### src/rtl/fir_pkg.sv
// Shared types and fixed-point helpers for the time-multiplexed FIR family.
package fir_pkg;

  typedef enum logic [1:0] {
    ST_IDLE = 2'd0,
    ST_MAC  = 2'd1,
    ST_OUT  = 2'd2
  } state_e;

  // Accumulator width: full product plus guard bits so an N-tap sum never wraps.
  function automatic int acc_width(input int coef_w, input int data_w, input int n_taps);
    return coef_w + data_w + $clog2(n_taps);
  endfunction

  function automatic logic signed [63:0] sat_max(input int w);
    return (64'sd1 <<< (w - 1)) - 64'sd1;
  endfunction

  function automatic logic signed [63:0] sat_min(input int w);
    return -(64'sd1 <<< (w - 1));
  endfunction

  function automatic logic signed [63:0] sat_to_width(input logic signed [63:0] v, input int w);
    if (v > sat_max(w)) begin
      return sat_max(w);
    end else if (v < sat_min(w)) begin
      return sat_min(w);
    end else begin
      return v;
    end
  endfunction

endpackage

### src/rtl/fir_round_sat.sv
// Combinational shift, optional round-half-up and clip of a wide accumulator.
// Define FIR_TDM_ROUND_EN to add half an LSB before the shift; otherwise truncate toward -inf.
module fir_round_sat
  import fir_pkg::*;
#(
  parameter int ACC_W  = 35,
  parameter int DATA_W = 16,
  parameter int FRAC_W = 15
) (
  input  logic signed [ACC_W-1:0]  acc_i,
  output logic signed [DATA_W-1:0] data_o,
  output logic                     sat_o
);

`ifdef FIR_TDM_ROUND_EN
  localparam logic signed [ACC_W:0] RND_C = {{ACC_W{1'b0}}, 1'b1} << (FRAC_W - 1);
`endif

  logic signed [ACC_W:0] biased_s;
  logic signed [ACC_W:0] shifted_s;
  logic signed [63:0]    wide_s;
  logic signed [63:0]    clip_s;

  // Extra headroom bit keeps the rounding add from wrapping.
  always_comb begin
`ifdef FIR_TDM_ROUND_EN
    biased_s = $signed({acc_i[ACC_W-1], acc_i}) + RND_C;
`else
    biased_s = $signed({acc_i[ACC_W-1], acc_i});
`endif
    shifted_s = biased_s >>> FRAC_W;
    wide_s    = 64'(shifted_s);
    clip_s    = sat_to_width(wide_s, DATA_W);
    data_o    = DATA_W'(clip_s);
    sat_o     = (clip_s != wide_s);
  end

endmodule

### src/rtl/fir_tdm.sv
// N-tap direct-form FIR sharing one multiplier/accumulator across all taps of a sample.
// Rounding is selected at build time with FIR_TDM_ROUND_EN (see fir_round_sat).
module fir_tdm
  import fir_pkg::*;
#(
  parameter int N_TAPS = 8,
  parameter int DATA_W = 16,
  parameter int COEF_W = 16,
  parameter int FRAC_W = 15
) (
  input  logic                      clk_i,
  input  logic                      reset_ni,
  input  logic                      valid_i,
  output logic                      ready_o,
  input  logic signed [DATA_W-1:0]  data_i,
  output logic                      valid_o,
  output logic signed [DATA_W-1:0]  data_o,
  output logic                      sat_o,
  input  logic                      coef_we_i,
  input  logic [$clog2(N_TAPS)-1:0] coef_addr_i,
  input  logic signed [COEF_W-1:0]  coef_data_i
);

  localparam int AW    = $clog2(N_TAPS);
  localparam int PW    = COEF_W + DATA_W;
  localparam int ACC_W = acc_width(COEF_W, DATA_W, N_TAPS);
  localparam logic signed [COEF_W-1:0] COEF_RST = {1'b0, {(COEF_W-1){1'b1}}};

  state_e                   state_q, state_d;
  logic [AW-1:0]            wr_ptr_q, wr_ptr_d;
  logic [AW-1:0]            cnt_q, cnt_d;
  logic [AW-1:0]            rd_idx_s;
  logic signed [ACC_W-1:0]  acc_q, acc_d;
  logic signed [DATA_W-1:0] delay_q [N_TAPS];
  logic signed [COEF_W-1:0] coef_q  [N_TAPS];
  logic signed [DATA_W-1:0] data_q, data_d, rs_data_s;
  logic                     valid_q, valid_d, sat_q, sat_d, rs_sat_s;
  logic signed [COEF_W-1:0] tap_coef_s;
  logic signed [DATA_W-1:0] tap_data_s;
  logic signed [PW-1:0]     prod_s;
  logic                     accept_s, coef_wr_s;

  assign ready_o = (state_q == ST_IDLE);
  assign valid_o = valid_q;
  assign data_o  = data_q;
  assign sat_o   = sat_q;

  assign accept_s  = valid_i && (state_q == ST_IDLE);
  assign coef_wr_s = coef_we_i && (state_q == ST_IDLE) && (int'(coef_addr_i) < N_TAPS);

  // Tap k reads x[n-k]: walk the circular delay line backwards from the newest sample.
  always_comb begin
    if (wr_ptr_q >= cnt_q) begin
      rd_idx_s = wr_ptr_q - cnt_q;
    end else begin
      rd_idx_s = AW'(int'(wr_ptr_q) + N_TAPS - int'(cnt_q));
    end
    tap_coef_s = coef_q[cnt_q];
    tap_data_s = delay_q[rd_idx_s];
    prod_s     = PW'(tap_coef_s) * PW'(tap_data_s);
  end

  // The final sum is registered at the last MAC edge so valid_o coincides with the OUT cycle.
  fir_round_sat #(
    .ACC_W (ACC_W),
    .DATA_W(DATA_W),
    .FRAC_W(FRAC_W)
  ) u_round_sat (
    .acc_i (acc_d),
    .data_o(rs_data_s),
    .sat_o (rs_sat_s)
  );

  // Next-state and datapath control.
  always_comb begin
    state_d  = state_q;
    wr_ptr_d = wr_ptr_q;
    cnt_d    = cnt_q;
    acc_d    = acc_q;
    valid_d  = 1'b0;
    data_d   = data_q;
    sat_d    = sat_q;
    case (state_q)
      ST_IDLE: begin
        if (accept_s) begin
          state_d = ST_MAC;
          cnt_d   = '0;
          acc_d   = '0;
        end else begin
          state_d = ST_IDLE;
        end
      end
      ST_MAC: begin
        acc_d = acc_q + ACC_W'(prod_s);
        if (cnt_q == AW'(N_TAPS - 1)) begin
          state_d = ST_OUT;
          valid_d = 1'b1;
          data_d  = rs_data_s;
          sat_d   = rs_sat_s;
        end else begin
          cnt_d = cnt_q + 1'b1;
        end
      end
      ST_OUT: begin
        state_d = ST_IDLE;
        if (wr_ptr_q == AW'(N_TAPS - 1)) begin
          wr_ptr_d = '0;
        end else begin
          wr_ptr_d = wr_ptr_q + 1'b1;
        end
      end
      default: begin
        state_d = ST_IDLE;
      end
    endcase
  end

  // State, delay line, coefficient bank and output registers.
  always_ff @(posedge clk_i or negedge reset_ni) begin
    if (!reset_ni) begin
      state_q  <= ST_IDLE;
      wr_ptr_q <= '0;
      cnt_q    <= '0;
      acc_q    <= '0;
      valid_q  <= 1'b0;
      data_q   <= '0;
      sat_q    <= 1'b0;
      for (int i = 0; i < N_TAPS; i++) begin
        delay_q[i] <= '0;
        coef_q[i]  <= (i == 0) ? COEF_RST : '0;
      end
    end else begin
      state_q  <= state_d;
      wr_ptr_q <= wr_ptr_d;
      cnt_q    <= cnt_d;
      acc_q    <= acc_d;
      valid_q  <= valid_d;
      data_q   <= data_d;
      sat_q    <= sat_d;
      if (accept_s) begin
        delay_q[wr_ptr_q] <= data_i;
      end
      if (coef_wr_s) begin
        coef_q[coef_addr_i] <= coef_data_i;
      end
    end
  end

endmodule

### config.mk
export PLATFORM = sky130hd
export DESIGN_NAME = fir_tdm
export DESIGN_NICKNAME = d
export VERILOG_FILES = /design/src/rtl/fir_pkg.sv /design/src/rtl/fir_round_sat.sv /design/src/rtl/fir_tdm.sv
export SDC_FILE = /design/constraint.sdc
export NUM_CORES = 1
export LEC_CHECK = 0
export ABC_AREA = 0
export BUFFER_PORTS_ARGS = -buffer_cell sky130_fd_sc_hd__buf_2
export CAP_MARGIN = 20
export CORE_ASPECT_RATIO = 0.9
export CORE_MARGIN = 3
export CORE_UTILIZATION = 45
export CTS_CLUSTER_DIAMETER = 100
export DETAILED_ROUTE_END_ITERATION = 8
export GPL_ROUTABILITY_DRIVEN = 0
export SYNTH_ARGS = -nofsm -noshare
export SYNTH_HDL_FRONTEND = slang
export SYNTH_SLANG_ARGS = --single-unit
### constraint.sdc
create_clock -name clk_i -period 10.1 [get_ports clk_i]
set_input_delay 1.01 -clock clk_i [delete_from_list [all_inputs] [get_ports clk_i]]
set_output_delay 1.01 -clock clk_i [all_outputs]
set_load 0.005 [all_outputs]
Word-level counts from Yosys, hierarchy flattened
Cells that the tools add are included.

operators by class
  equal/unequal tests = 8
  $mul = 1
  muxes and demuxes = 26
  bitwise operators = 4
  order comparisons = 9
  reduce and logical (&&, ||, !) cells = 9
  add/sub/neg operators = 6

operators with widths
  kind                                                                               number
  128-bit bitwise mux                                                                2
  64-bit two-way mux                                                                 2
  16-bit binary-select mux with 3-bit select                                         2
  16-bit demux with 3-bit select                                                     2
  16-bit two-way mux                                                                 6
  35-bit case mux with 2 select lines                                                1
  64-bit by 20-bit != test with 1-bit output                                         1
  35-bit by 32-bit adder with 35-bit output                                          1
  35-bit two-way mux                                                                 1
  16-bit by 16-bit multiplier with 32-bit output                                     1
  20-bit by 16-bit greater-than comparator with 1-bit output, second input constant  1
  20-bit by 16-bit less-than comparator with 1-bit output, second input constant     1
  4-bit greater-or-equal comparator, second input constant                           4
  3-bit inverter with 4-bit output                                                   4
  3-bit two-way mux                                                                  4
  3-bit by 1-bit adder with 3-bit output, second input constant                      3
  4-bit by 1-bit less-than comparator with 1-bit output, second input constant       2
  3-bit equality test, second input constant                                         2
  3-bit case mux with 2 select lines                                                 1
  3-bit subtractor                                                                   2
  1-bit logical AND                                                                  4
  2-bit != test, second input constant                                               2
  2-bit case mux with 2 select lines                                                 1
  2-bit AND reduction                                                                2
  9 further kinds                                                                    11

storage, ports and cells
  word-level logic and storage cells = 87
  output and inout bits = 19
  register bits after elaboration = 317
  input port bits = 39

Logic depth before layout (Yosys ltp)
  word-level depth = 14
  mapped depth = 39
  depth with buffers taken out = 35

Cells and area by module
Synthesis repeated with hierarchy kept, for this count alone.

second synthesis, totals
  cell total of the unflattened synthesis = 2144
  area total of the unflattened synthesis = 25353.1 µm²

modules (own cells, without submodules)
  module         cells an instance  seq. area each (µm²)  area an instance (µm²)  times used
  fir_tdm        2095               7951.4                25034.0                 1
  fir_round_sat  49                 0.0                   319.1                   1

Worst setup path after synthesis
OpenSTA, ideal clock, no wires.

  path kind = register -> register
  start = register cnt_q[1]
  end = register data_q[13], in the netlist data_o[13]
  period minus slack after synthesis = 10.291 ns
  required time = 9.979 ns
  stages on the path, launching flop included = 37
  slack = -0.191 ns
  arrival = 10.170 ns
  library setup time = 0.121 ns
  path buffers = 8
  cell sequence = dfrtp_1 clkbuf_1 clkbuf_1 clkbuf_1 inv_1 fa_1 xnor3_2 buf_1 buf_1 mux4_2 mux2i_1 clkbuf_1 nor2_1 fa_1 inv_1 fa_1 fa_1 inv_1 fa_1 fa_1 inv_1 fa_1 inv_1 ha_1 buf_4 nand4_1 or4b_1 o22a_2 a211oi_2 a211oi_1 o31ai_2 nand4_1 nand2b_1 ha_1 clkbuf_1 nor2_1 o22a_1

between the ends
  word-level cells in the longest chain between the ends = 12
  elaborated cells between the ends (all ways) = 21
  those cells by class = add/sub: 3; mul: 1; order compare: 3; eq/ne: 1; mux: 10; bitwise: 2; reduce/logical: 1

RTL lines
  element                                                  RTL line        source
  start, declared                                          fir_tdm.sv:31   logic [AW-1:0] cnt_q, cnt_d;
  start signal, assigned                                   fir_tdm.sv:135  cnt_q <= cnt_d;
  3-bit subtractor (tied with other cells)                 fir_tdm.sv:56   rd_idx_s = AW'(int'(wr_ptr_q) + N_TAPS - int'(cnt_q));
  3-bit two-way mux                                        fir_tdm.sv:53   if (wr_ptr_q >= cnt_q) begin
  3-bit inverter with 4-bit output (not written as such)   fir_tdm.sv:59   tap_data_s = delay_q[rd_idx_s];
  16-bit binary-select mux with 3-bit select               fir_tdm.sv:59
  16-bit two-way mux (not written as such) (2 in series)   fir_tdm.sv:59
  16-bit by 16-bit multiplier with 32-bit output (*)       fir_tdm.sv:60   prod_s = PW'(tap_coef_s) * PW'(tap_data_s);
  35-bit by 32-bit adder with 35-bit output (*)            fir_tdm.sv:94   acc_d = acc_q + ACC_W'(prod_s);
  35-bit case mux with 2 select lines (*)                  fir_tdm.sv:83   case (state_q)
  via acc_d[30]                                            fir_tdm.sv:33   logic signed [ACC_W-1:0] acc_q, acc_d;
  20-bit by 16-bit less-than comparator with 1-bit output  fir_pkg.sv:26   end else if (v < sat_min(w)) begin
  64-bit two-way mux                                       fir_pkg.sv:26
  64-bit two-way mux (*)                                   fir_pkg.sv:24   if (v > sat_max(w)) begin
  end signal, assigned                                     fir_tdm.sv:138  data_q <= data_d;
  end, declared                                            fir_tdm.sv:36   logic signed [DATA_W-1:0] data_q, data_d, rs_data_s;

The timed path passes the listed nets; every way through them passes the cells marked *. The select of a mux whose other input is x is not followed.
A chain may end at the register's enable or synchronous reset.

Worst setup path after layout
  start = register wr_ptr_q[0]
  end = register data_q[3], in the netlist data_o[3]

between the ends
  word-level cells in the longest chain between the ends = 13
  elaborated cells between the ends (all ways) = 16
  those cells by class = add/sub: 4; mul: 1; order compare: 3; mux: 7; bitwise: 1

RTL lines
  element                                                     RTL line        source
  start, declared                                             fir_tdm.sv:30   logic [AW-1:0] wr_ptr_q, wr_ptr_d;
  start signal, assigned                                      fir_tdm.sv:134  wr_ptr_q <= wr_ptr_d;
  3-bit by 1-bit adder with 3-bit output                      fir_tdm.sv:56
  3-bit subtractor                                            fir_tdm.sv:56
  3-bit two-way mux (*)                                       fir_tdm.sv:53
  3-bit inverter with 4-bit output (not written as such) (*)  fir_tdm.sv:59
  16-bit binary-select mux with 3-bit select (*)              fir_tdm.sv:59
  16-bit two-way mux (not written as such) (*) (2 in series)  fir_tdm.sv:59
  16-bit by 16-bit multiplier with 32-bit output (*)          fir_tdm.sv:60
  35-bit by 32-bit adder with 35-bit output (*)               fir_tdm.sv:94
  35-bit case mux with 2 select lines (*)                     fir_tdm.sv:83
  via acc_d[34]                                               fir_tdm.sv:33
  20-bit by 16-bit less-than comparator with 1-bit output     fir_pkg.sv:26
  64-bit two-way mux                                          fir_pkg.sv:26
  64-bit two-way mux (*)                                      fir_pkg.sv:24

Marked as above.

==> results.toml <==
[critical_path]
crit_family = "adder cells"
rr_worst_depth = 34
worst_r2r_endpoint = "data_o[3]$_DFFE_PN0P_"
cp.required_ns = 10.55
cp.arrival_ns = 10.00
path_buf_inv = 10
end_kind = "register"
r2r-start = "wr_ptr_q[0]$_DFFE_PN0N_"
max_stage_delay_ns = 0.57
crit_cells = 34
critPathKind = "register to register"
crit_fanout = 16
startpoint_type = "register"
r2r_slack_ns = 0.55
cp_slowest_cell = "fa_1"

[layout]
fillers = 4917
areaGrowthSynthToFinish_pct = 10.2
drive_gt1_frac = 0.240
fin_area_sq_mm = 0.0283
finalNetCount = 2738

[sta]
maxSlewHeadroom = 0.273
fin_setup_tns_ns = 0
hold_ws_ns = 0.479
tightest_slew_ns = 1.09
final-setup-viol-count = 0
fin_crit_ns = 9.55
fmax_mhz = 105
drv_slew = 0
clock_skew_ns = 0.0300
rsz0062_at_grt = "no"
finalCritPeriodShare = 0.945
final-hold-violation-count = 0

[clock_network]
cts.path.max_buffers = 3
cts-buffers-inserted = 38
cts_max_level = 2
cts_tree = "yes"
cts_sinks = 317
clkTransAtPathRegs_ns = 0.06
root_buffer = "clkbuf_16"
hold_buffers = 0
clk_latency_ns = 0.58

[floorplanning]
dieArea_sq_mm = 0.0601
core_area_sq_mm = 0.0561
io_pins = 58
dieWidth_microns = 258
rows = 82
start_util = 0.458
die_h_microns = 233

[placed_design]
placed_area_sq_mm = 0.0270
dp_hpwl_microns = 47400
port_buffers = 57

[grt]
grt_overflow = 0
grt_pass1_vias = 18806
antenna_found_initial = 3
grtUsageTotal = 0.222
grt_pass1_wl_microns = 103000
grt_max_degree = 113

[synthesis]
async_flop_share = 1.00
seq_area_frac_synth = 0.309
avgSynthCellArea_sq_um = 11.6
ys.warnings.count = 0
yosys_most_used_dff = "dfrtp_1"
syn_inst = 2217
synth_nets = 2677
synth.top_cell.area_share = 0.294
synth_area_leader_cell = "dfrtp_1"
synth_cell_types = 83
synth-edff-count = 0
ys_seq_elements = 317
syn-cell-area_sq_mm = 0.0257
ys_top_cells_by_area = "dfrtp_1 (29%), fa_1 (24%), mux2_2 (12%), mux4_2 (5.6%), inv_1 (5.4%)"

[routing]
wl_per_cell_microns = 20.7
firstDrtPassIters = 5
num_vias = 16885
drt_iter0_markers = 1071
avgViaCountPerCell = 5.51
route.detailed.drc = 0
drtAntennaViolNets = 0
wirelength_microns = 63600

[job]
drv_cap = 0

[run_status]
outcome = "completed"

[worst_hold_path]
holdCritPathClass = "input pin to asynchronous set/reset pin"
-- stage by stage --
stage,instances,setup slack (ns),util
detailed placement,2990,0.0760,0.480
global placement,2990,0.409,0.480
global route,3065,0.0396,0.505
floorplan,2217,0.122,-
finish,3065,0.553,0.505
CTS,3060,0.0275,0.504
-- cells by family (layout without fill, tap and decap cells) --
| kind of cell | count (synthesis) | after routing | share of synthesized area |
|---|---|---|---|
| buffers and inverters | 458 | 549 | 0.0679 |
| and+or+nand+nor | 439 | 439 | 0.0748 |
| xor gates and xnor gates | 23 | 23 | 0.00842 |
| muxes | 377 | 377 | 0.192 |
| AOI/OAI and AO/OA | 182 | 182 | 0.0520 |
| DFF | 317 | 317 | 0.309 |
| other | 0 | 1 | 0 |
| adders and majority gates | 421 | 421 | 0.296 |
-- registers in the layout (all words and copies together), names as in the netlist --
register and cells:
cnt_q 3, sat_o 1, wr_ptr_q 3, data_o 16
delay_q 128, acc_q 35, coef_q 128, state_q 2
valid_o 1
-- cells in the final DEF (no fill, tap or decap), types with 11 or more instances in the layout --
master and count:
a21oi_1 38, and2_1 12, and3_1 11, buf_2 56, buf_4 45, clkbuf_16 38
dfrtp_1 301, dfstp_2 15, fa_1 310, ha_1 107, inv_1 373, mux2_2 282
mux2i_1 29, mux4_2 64, nand2_1 178, nand2b_1 12, nand3_1 12, nand4_1 11
nor2_1 160, nor3_1 11, o211ai_1 12, o21ai_0 23, o22a_1 15, xnor2_1 17
-- how the worst max path moves through the flow --
| stage | start | slack, ns | end |
|---|---|---|---|
| after floorplan | cnt_q[1]$_DFFE_PN0P_ | 0.12 | data_o[13]$_DFFE_PN0P_ |
| after global placement | wr_ptr_q[0]$_DFFE_PN0N_ | 0.41 | data_o[3]$_DFFE_PN0P_ |
| after detailed placement | wr_ptr_q[0]$_DFFE_PN0N_ | 0.08 | data_o[3]$_DFFE_PN0P_ |
| after CTS | wr_ptr_q[0]$_DFFE_PN0N_ | 0.03 | data_o[3]$_DFFE_PN0P_ |
| after global routing | wr_ptr_q[0]$_DFFE_PN0N_ | 0.04 | data_o[14]$_DFFE_PN0P_ |
| final | wr_ptr_q[0]$_DFFE_PN0N_ | 0.55 | data_o[3]$_DFFE_PN0P_ |
-- area by class of cell --
cell class	instances	area, sq um	area share
clock inverters	15	188	0.00662
well taps	756	946	0.0334
clock buffers	55	1110	0.0393
repair buffers	104	672	0.0237
multi-input cells	1442	16100	0.567
flip-flops and latches	317	7950	0.281
inverters	375	1410	0.0497
diodes	1	2.50	0.0000883
-- worst reg2reg max path, delay by kind of cell (launching register included) --
kind | cells | cell delay, ns
simple gates | 5 | 1.17
xor+xnor | 1 | 0.32
buf+inv | 10 | 1.04
flops | 1 | 0.42
compound gates | 6 | 1.42
mux | 2 | 0.75
fa+ha+maj | 10 | 4.32
-- synthesized netlist by cell type (all sizes together) (6+ instances only) --
cell / number
xnor2: 17
nand3: 12
o22a: 16
a21o: 10
nor2b: 7
nor3: 11
fa: 311
mux4: 64
o21ai: 26
a31oi: 6
nand2b: 12
nand4: 11
mux2i: 31
buf: 24
o211ai: 12
a211o: 6
o31ai: 6
dfrtp: 302
a211oi: 6
inv: 374
ha: 110
or3: 7
a22o: 9
and2: 12
o21a: 8
dfstp: 15
nor2: 161
a21oi: 39
nand2: 178
and3: 12
mux2: 282
clkbuf: 59
-- layer usage --
metal,track usage,share of wire
met5,0,0.00033
met4,0.0662,0.025
met2,0.369,0.48
met1,0.295,0.43
met3,0.0466,0.065
-- timing repair --
action / CTS / global route
buffers inserted: 0 / 3
resized for setup: 0 / 9
setup endpoints to repair: 0 / 17
Power is left out: the tool's default activity adds up to more than one toggle a clock period on the data nets, which glitch-free logic cannot reach.
